<file path="src/rtl/dcache_controller.sv">
// Direct-mapped write-through no-write-allocate data cache for the MEM stage (DCACHE_STATS_EN adds hit/miss counters).
// Latency: read hit in 0 cycles; read miss retires the cycle after mem_ack; a store retires in DONE, one cycle after mem_ack.
// Backpressure: hit=0 stalls the pipeline, and mem_req is held with stable addr/we/wdata until mem_ack.
module dcache_controller #(
    parameter int INDEX_BITS = 4,
    parameter int TAG_BITS   = 32 - 2 - INDEX_BITS
) (
    input  logic        clk,
    input  logic        rst_n,
    input  logic        MemRead,
    input  logic        MemWrite,
    input  logic [31:0] address,
    input  logic [31:0] writeData,
    output logic [31:0] readData,
    output logic        hit,
    output logic        mem_req,
    output logic        mem_we,
    output logic [31:0] mem_addr,
    output logic [31:0] mem_wdata,
    input  logic [31:0] mem_rdata,
    input  logic        mem_ack
`ifdef DCACHE_STATS_EN
    ,
    output logic [31:0] hit_count,
    output logic [31:0] miss_count
`endif
);

    localparam int LINES = 1 << INDEX_BITS;

    typedef enum logic [1:0] {
        IDLE  = 2'd0,
        MISS  = 2'd1,
        WRITE = 2'd2,
        DONE  = 2'd3
    } state_t;

    state_t state;
    state_t nextState;

    logic [LINES-1:0]    validBits;
    logic [TAG_BITS-1:0] tagArr  [LINES];
    logic [31:0]         dataArr [LINES];

    logic [INDEX_BITS-1:0] reqIdx;
    logic [TAG_BITS-1:0]   reqTag;
    logic [INDEX_BITS-1:0] fillIdx;
    logic [TAG_BITS-1:0]   fillTag;
    logic                  lineHit;
    logic                  fillHit;
    logic                  readReq;
    logic                  writeReq;
    logic                  issueReq;
    logic                  fillDone;
    logic                  storeDone;
    logic                  unusedAddrBits;

    // Lookup on the live request; fill/store use the latched memory address,
    // which is the same line because the pipeline holds its request while stalled.
    assign reqIdx   = address[INDEX_BITS+1:2];
    assign reqTag   = address[31:INDEX_BITS+2];
    assign fillIdx  = mem_addr[INDEX_BITS+1:2];
    assign fillTag  = mem_addr[31:INDEX_BITS+2];
    assign lineHit  = validBits[reqIdx] && (tagArr[reqIdx] == reqTag);
    assign fillHit  = validBits[fillIdx] && (tagArr[fillIdx] == fillTag);

    // A simultaneous read and write is handled as a store.
    assign writeReq = MemWrite;
    assign readReq  = MemRead && !MemWrite;

    assign issueReq  = (state == IDLE) && (writeReq || (readReq && !lineHit));
    assign fillDone  = (state == MISS) && mem_ack;
    assign storeDone = (state == WRITE) && mem_ack;

    // Byte offset has no meaning for a word cache.
    assign unusedAddrBits = ^address[1:0];

    // State register.
    always_ff @(posedge clk or negedge rst_n) begin
        if (!rst_n) begin
            state <= IDLE;
        end else begin
            state <= nextState;
        end
    end

    // Next-state decode.
    always_comb begin
        nextState = state;
        case (state)
            IDLE: begin
                if (writeReq) begin
                    nextState = WRITE;
                end else if (readReq && !lineHit) begin
                    nextState = MISS;
                end
            end
            MISS: begin
                if (mem_ack) begin
                    nextState = IDLE;
                end
            end
            WRITE: begin
                if (mem_ack) begin
                    nextState = DONE;
                end
            end
            DONE:    nextState = IDLE;
            default: nextState = IDLE;
        endcase
    end

    // Pipeline-facing outputs: hit releases the stall, readData only on a read hit.
    always_comb begin
        hit      = 1'b0;
        readData = '0;
        case (state)
            IDLE: begin
                if (writeReq) begin
                    hit = 1'b0;
                end else if (readReq) begin
                    hit = lineHit;
                    if (lineHit) begin
                        readData = dataArr[reqIdx];
                    end
                end else begin
                    hit = 1'b1;
                end
            end
            DONE:    hit = 1'b1;
            default: hit = 1'b0;
        endcase
    end

    // Memory request: captured only when leaving IDLE, dropped on the completing ack.
    always_ff @(posedge clk or negedge rst_n) begin
        if (!rst_n) begin
            mem_req   <= 1'b0;
            mem_we    <= 1'b0;
            mem_addr  <= '0;
            mem_wdata <= '0;
        end else if (issueReq) begin
            mem_req  <= 1'b1;
            mem_we   <= writeReq;
            mem_addr <= {address[31:2], 2'b00};
            if (writeReq) begin
                mem_wdata <= writeData;
            end
        end else if (fillDone || storeDone) begin
            mem_req <= 1'b0;
        end
    end

    // Valid bits are the only cache state cleared by reset.
    always_ff @(posedge clk or negedge rst_n) begin
        if (!rst_n) begin
            validBits <= '0;
        end else if (fillDone) begin
            validBits[fillIdx] <= 1'b1;
        end
    end

    // Tag/data arrays: a fill replaces the line outright; a store updates only a resident line.
    always_ff @(posedge clk) begin
        if (fillDone) begin
            tagArr[fillIdx]  <= fillTag;
            dataArr[fillIdx] <= mem_rdata;
        end else if (storeDone && fillHit) begin
            dataArr[fillIdx] <= mem_wdata;
        end
    end

`ifdef DCACHE_STATS_EN
    // Read hits retired in IDLE, saturating.
    always_ff @(posedge clk or negedge rst_n) begin
        if (!rst_n) begin
            hit_count <= '0;
        end else if ((state == IDLE) && readReq && lineHit && (hit_count != 32'hFFFF_FFFF)) begin
            hit_count <= hit_count + 32'd1;
        end
    end

    // Read misses counted on the IDLE->MISS step, saturating.
    always_ff @(posedge clk or negedge rst_n) begin
        if (!rst_n) begin
            miss_count <= '0;
        end else if (issueReq && readReq && (miss_count != 32'hFFFF_FFFF)) begin
            miss_count <= miss_count + 32'd1;
        end
    end
`endif

endmodule
</file>
<file path="config.mk">
export PLATFORM = sky130hd
export DESIGN_NAME = dcache_controller
export DESIGN_NICKNAME = d
export VERILOG_FILES = /design/src/rtl/dcache_controller.sv
export SDC_FILE = /design/constraint.sdc
export NUM_CORES = 1
export LEC_CHECK = 0
export CORE_MARGIN = 5
export CORE_UTILIZATION = 43
export CTS_BUF_LIST = sky130_fd_sc_hd__clkbuf_4
export CTS_CLUSTER_SIZE = 28
export DETAILED_ROUTE_END_ITERATION = 12
export GPL_TIMING_DRIVEN = 0
export PLACE_DENSITY = 0.58
export SLEW_MARGIN = 20
export SYNTH_ARGS = -nofsm -noshare
export SYNTH_HDL_FRONTEND = slang
export SYNTH_SLANG_ARGS = --single-unit
</file>
<file path="constraint.sdc">
create_clock -name clk -period 10.55 [get_ports clk]
set_input_delay 1.5825 -clock clk [delete_from_list [all_inputs] [get_ports clk]]
set_output_delay 1.5825 -clock clk [all_outputs]
set_load 0.02 [all_outputs]
</file>
# Word level (Yosys, flattened, before mapping)

Memories as Yosys holds them, arrays and structs flattened.
Cells that the tools add are included.

Flip-flop bits (word level): 82
Bits in writable memories: 928
Bits of input ports: 101
Output and inout port bits: 99
Word-level logic and storage cells: 64
Memories kept: 2

Order comparisons: 3
Eq/ne operators: 8
Multiplexer cells: 26
Bitwise gates (word level): 2
Reductions and logical operators: 17

Memory list:

| name    | words | bits a word | read ports | clocked after memory_dff | write ports | RTL line | text |
|---|---|---|---|---|---|---|---|
| dataArr | 16    | 32          | 1          | 0                        | 1           | 43       | `logic [31:0] dataArr [LINES];` |
| tagArr  | 16    | 26          | 2          | 0                        | 1           | 42       | `logic [TAG_BITS-1:0] tagArr [LINES];` |

Operators by type and width:

| cell                                                                   | count |
|---|---|
| 32-bit 2-to-1 mux                                                      | 5 |
| 26-bit equality test                                                   | 2 |
| 16-bit OR                                                              | 1 |
| 1-bit 2-to-1 mux                                                       | 12 |
| 4-bit by 5-bit < comparator with 1-bit output (second input constant)  | 2 |
| 1-bit logical AND                                                      | 9 |
| 1-bit binary-select mux with 4-bit select                              | 2 |
| 2-bit 2-to-1 mux                                                       | 4 |
| 2-bit one-hot mux with 4 select lines                                  | 1 |
| 1-bit demux with 4-bit select                                          | 1 |
| 2-bit equality test (second input constant)                            | 2 |
| 4-bit by 1-bit >= comparator with 1-bit output (second input constant) | 1 |
| 2-bit != test (second input constant)                                  | 2 |
| 3-bit by 2-bit != test with 1-bit output (second input constant)       | 1 |
| 3-bit AND reduction                                                    | 1 |
| 2-bit by 1-bit equality test with 1-bit output (second input constant) | 1 |
| 1-bit logical NOT                                                      | 2 |
| 2-bit logical NOT                                                      | 1 |
| 1-bit logical OR                                                       | 2 |
| 1-bit one-hot mux with 2 select lines                                  | 1 |
| 2-bit AND reduction                                                    | 1 |
| 2-bit nonzero test                                                     | 1 |
| 1-bit OR                                                               | 1 |

# Logic depth before layout (Yosys ltp)

Depth in word-level cells: 8
Depth in mapped cells: 15
Depth with buffers taken out: 8

# Worst setup path before layout

No wires, ideal clock.

Kind: input -> output
Start: in address[5]
End: out readData[10]
Arrival time: 5.214 ns
Data required time: 8.968 ns
Setup slack: 3.754 ns
Cell stages on the path: 13
Buffers on the path: 5
Path through: clkbuf_1 clkbuf_1 clkbuf_1 clkbuf_1 mux4_2 mux2i_1 mux2i_1 xnor2_1 or4b_2 nor4b_2 nand4_1 buf_2 nor2b_1

Cells in the longest elaborated chain, start to end: 7
Elaborated cells on any way between the ends: 10
Those cells by class: 1 x eq/ne; 6 x mux; 1 x reduce/logical; 2 x memory

RTL lines:

| element                                                                                | RTL line | text |
|---|---|---|
| start, declared                                                                        | 12       | `input logic [31:0] address,` |
| memory 16 x 26 bit / 1-bit binary-select mux with 4-bit select (equally long branches) | n/a      |  |
| 26-bit equality test / 1-bit 2-to-1 mux (equally long branches)                        | 64       | `assign lineHit = validBits[reqIdx] && (tagArr[reqIdx] == reqTag);` |
| 1-bit logical AND                                                                      | 64       |  |
| 32-bit 2-to-1 mux *                                                                    | 123      | `if (lineHit) begin` |
| 32-bit 2-to-1 mux *                                                                    | 121      | `end else if (readReq) begin` |
| 32-bit 2-to-1 mux *                                                                    | 119      | `if (writeReq) begin` |
| 32-bit 2-to-1 mux *                                                                    | 117      | `case (state)` |
| end, declared                                                                          | 14       | `output logic [31:0] readData,` |

Mark *: on every way between the ends. The rest lies on a longest branch, timed or not. The select of a mux whose other input is x is not followed.

# Final worst setup path

Start: in address[5]
End: out readData[29]

The elaborated chain is that of the path after synthesis.

==> results.md <==
- Worst vdd ir: roughly 160 uV
- Area delta synth->final: 20.3%
- Fillers: 8065
- CTS tree: yes
- Dpl cells: roughly 3700
- Part of the power in registers: 0.444
- Tcrit/Tclk final: 0.964
- Internal power: 8.18 mW
- Via count of the first global-routing pass: 26163
- 1st-iter DRT viols: 2566
- Layout Cells excl Fill: 4231
- Final setup fails: 0
- Post-DP HPWL: 91800 um
- Worst-path maximum fanout: 10
- Mapped Cells: 2063
- Netlist Area Pre-Place: ~43000 um2
- WP data arrival: between 8 and 9 ns
- Status: finished clean
- P_leak: between 15 and 20 nW
- Clock skew: 0.109 ns
- Slew HR: 0.185
- CTS H-tree depth: 5
- CTS Buf Count: between 200 and 300
- Chip height: between 300 and 400 um
- Clock Power Share: 0.295
- Antenna violations before repair: 5
- Post-DRT Antenna Nets: 0
- Routed wl met3: 12500 um
- Worst Setup EP: readData[29]
- Kind of critical path: in2out
- Largest net degree at the start of global routing: 56
- Total number of vias: 25149
- Total routed wirelength: 134000 um
- Row Count: around 120
- Clock sink count: 1010
- Clk pin slew, worst setup/hold paths: 0.06 ns
- Yosys warns: 0
- Clock root cell: clkbuf_4
- Measured slew at the worst slew-check pin: 1.22 ns
- Crit path from: address[5]
- Worst Path Required: 8.97 ns
- Total power: 12.1 mW
- Min-delay worst type: in2async
- Post-Route M1 WL: 51300 um
- Dominant synthesized flop cell: edfxtp_1
- Sequential-to-total area share from yosys stat: 0.688
- GRT Util Overall: 0.250
- Mean Syn Cell Area: 21.1 um2
- Total die area: 108000 um2
- Buffers on Ports: 193
- Flops & latches, synth: between 1000 and 1500
- Post-synth EDFFs: 928
- CTS resizes: 0
- DRC violations left: 0
- First-pass DRT Iterations: 6
- Maxcap violations: 0
- # hold bufs at CTS: 0
- Final min period: 10.17 ns
- Clk Latency, worst-skew pair: between 1 and 1.5 ns
- R2R Setup Slk: about 3.2 ns
- Met2 wire length: 65700 um
- Startpoint types: primary input
- Max layer used: met5
- R2r endpoint: dataArr[7][8]
- Placer Congestion: between 0.9 and 1
- Ys async rst share: 0.0812
- GRT Residual Overflow: 0
- Switch share: 0.322
- R2R cell count: 15
- Starting Density: 0.433
- Slew Viols, Final: 0
- Nets: ~2800
- Fmax: 98.4 MHz
- Ports: 200
- Sw Pwr: 3.88 mW
- Netlist cell types: 65
- Critical path endpoint category: primary output
- Final hold violations: 0
- DR WL/cell: 31.8 um
- Vias/cell: 5.94
- Die X: 328 um
- RSZ-0062 raised after global routing: false
- Maximum clock path buffer count: 4
- Logic gate share of total power: 0.261
- Pwr dens: 231 nW/um2
- First-pass GRT wire length: 190000 um
- # Post-CTS Setup Buffers: 0
- Reg-to-reg critical path startpoint: mem_addr[4]
- Ratio of cells with drive above 1 in the final layout: 0.409
- Core footprint: around 100000 um2
-- flip-flops by register name, summed over array words and instances, names as in the netlist --
register / count
mem_req: 1
mem_wdata: 32
mem_we: 1
validBits: 16
tagArr: 416
state: 2
mem_addr: 30
dataArr: 512
-- power by group through the flow --
stage	Clock, mW	Combinational, mW	Sequential, mW
CTS	3.64	3.13	5.34
finish	3.56	3.15	5.35
floorplan	0	1.68	5.39
detailed placement	0	3.12	5.42
global placement	0	3.03	5.41
global route	3.87	3.26	5.40
-- stage by stage --
stage	area, um2	setup WS [ns]	TNS (ns)	util	hold slack (ns)
final	52300	0.384	0	0.521	0.318
after global routing	52300	0.308	0	0.521	0.289
after floorplan	43500	3.75	0	-	0.452
after detailed placement	48700	0.151	0	0.485	0.469
after global placement	47100	-2.73	-509.45	0.470	0.465
after CTS	52200	0.170	0	0.521	0.257
-- layout by cell type, fill, tap and decap left out, types with 6 or more instances in the layout --
cell type / n
buf_2: 65
clkinv_1: 44
buf_6: 20
a21oi_1: 8
nor2_4: 16
buf_4: 65
buf_12: 14
mux2i_1: 107
dfrtp_1: 82
mux2_4: 29
mux2_2: 85
diode_2: 11
edfxtp_1: 928
buf_16: 16
nor4_1: 6
buf_1: 7
o21ai_0: 14
or2_2: 19
a22oi_1: 6
clkdlybuf4s50_1: 192
mux4_2: 362
clkbuf_4: 426
nor2_1: 21
clkbuf_2: 14
xnor2_1: 34
clkbuf_1: 47
nand4_1: 7
o2bb2ai_1: 7
a221oi_1: 9
nor2b_1: 43
clkinv_2: 7
nor3_2: 12
nand2_1: 15
xor2_1: 17
o22ai_1: 10
nor3_1: 6
nand2b_1: 7
and2_1: 6
-- cell usage after synthesis, types with 18 or more instances --
| cell type | count | share of area |
|---|---|---|
| edfxtp_1 | 928 | 0.64 |
| mux4_2 | 362 | 0.19 |
| mux2i_1 | 107 | 0.025 |
| mux2_2 | 85 | 0.022 |
| dfrtp_1 | 82 | 0.047 |
| clkbuf_1 | 55 | 0.0047 |
| nor2b_1 | 43 | 0.0062 |
| buf_2 | 39 | 0.0045 |
| nor2_1 | 37 | 0.0032 |
| xnor2_1 | 34 | 0.0069 |
| mux2_4 | 29 | 0.010 |
| buf_1 | 21 | 0.0018 |
| or2_2 | 19 | 0.0027 |
| nor3_1 | 18 | 0.0021 |
-- critical path, stage by stage --
cell	delay [ns]
clkbuf_1	0.60
clkbuf_1	0.70
clkbuf_1	0.67
clkbuf_1	0.50
buf_8	0.23
mux4_2	0.30
mux2i_1	0.15
mux2i_1	0.10
xnor2_1	0.60
or4b_2	0.67
nor4b_2	0.57
nand4_1	0.50
buf_2	0.38
nor2b_1	0.30
clkdlybuf4s50_1	0.69
-- how the worst min path moves through the flow --
stage / cells past startpoint / startpoint / endpoint
global route: 1 / rst_n / mem_addr[8]
global placement: 1 / validBits[5] / validBits[5]
finish: 1 / rst_n / mem_addr[22]
floorplan: 1 / validBits[1] / validBits[1]
CTS: 1 / rst_n / mem_addr[8]
detailed placement: 2 / mem_req / mem_req
-- routing by layer --
metal  track usage  up-vias
met5             0        -
met4        0.0956        2
met3        0.0584      315
met2         0.410     1451
met1         0.329    13238
li1              -    10143
-- cell type report --
cell class / count / area, um2 / share of cell area
flip-flops and latches: 1010 / 29900 / 0.572
multi-input cells: 919 / 13100 / 0.250
repair buffers: 313 / 3310 / 0.0633
clock buffers: 426 / 3200 / 0.0612
well taps: 1357 / 1700 / 0.0325
plain buffers: 129 / 672 / 0.0129
clock inverters: 60 / 343 / 0.00656
diodes: 11 / 27.5 / 0.000527
inverters: 6 / 22.5 / 0.000431
-- logic make-up after synthesis --
kind of cell    share of synthesized area
flops                               0.688
mux                                 0.244
simple gates                       0.0237
buf+inv                            0.0153
compound gates                     0.0169
xor+xnor                           0.0103
fa+ha+maj                         0.00115
other cells                     0.0000863
(Power assumes the default switching activity.)
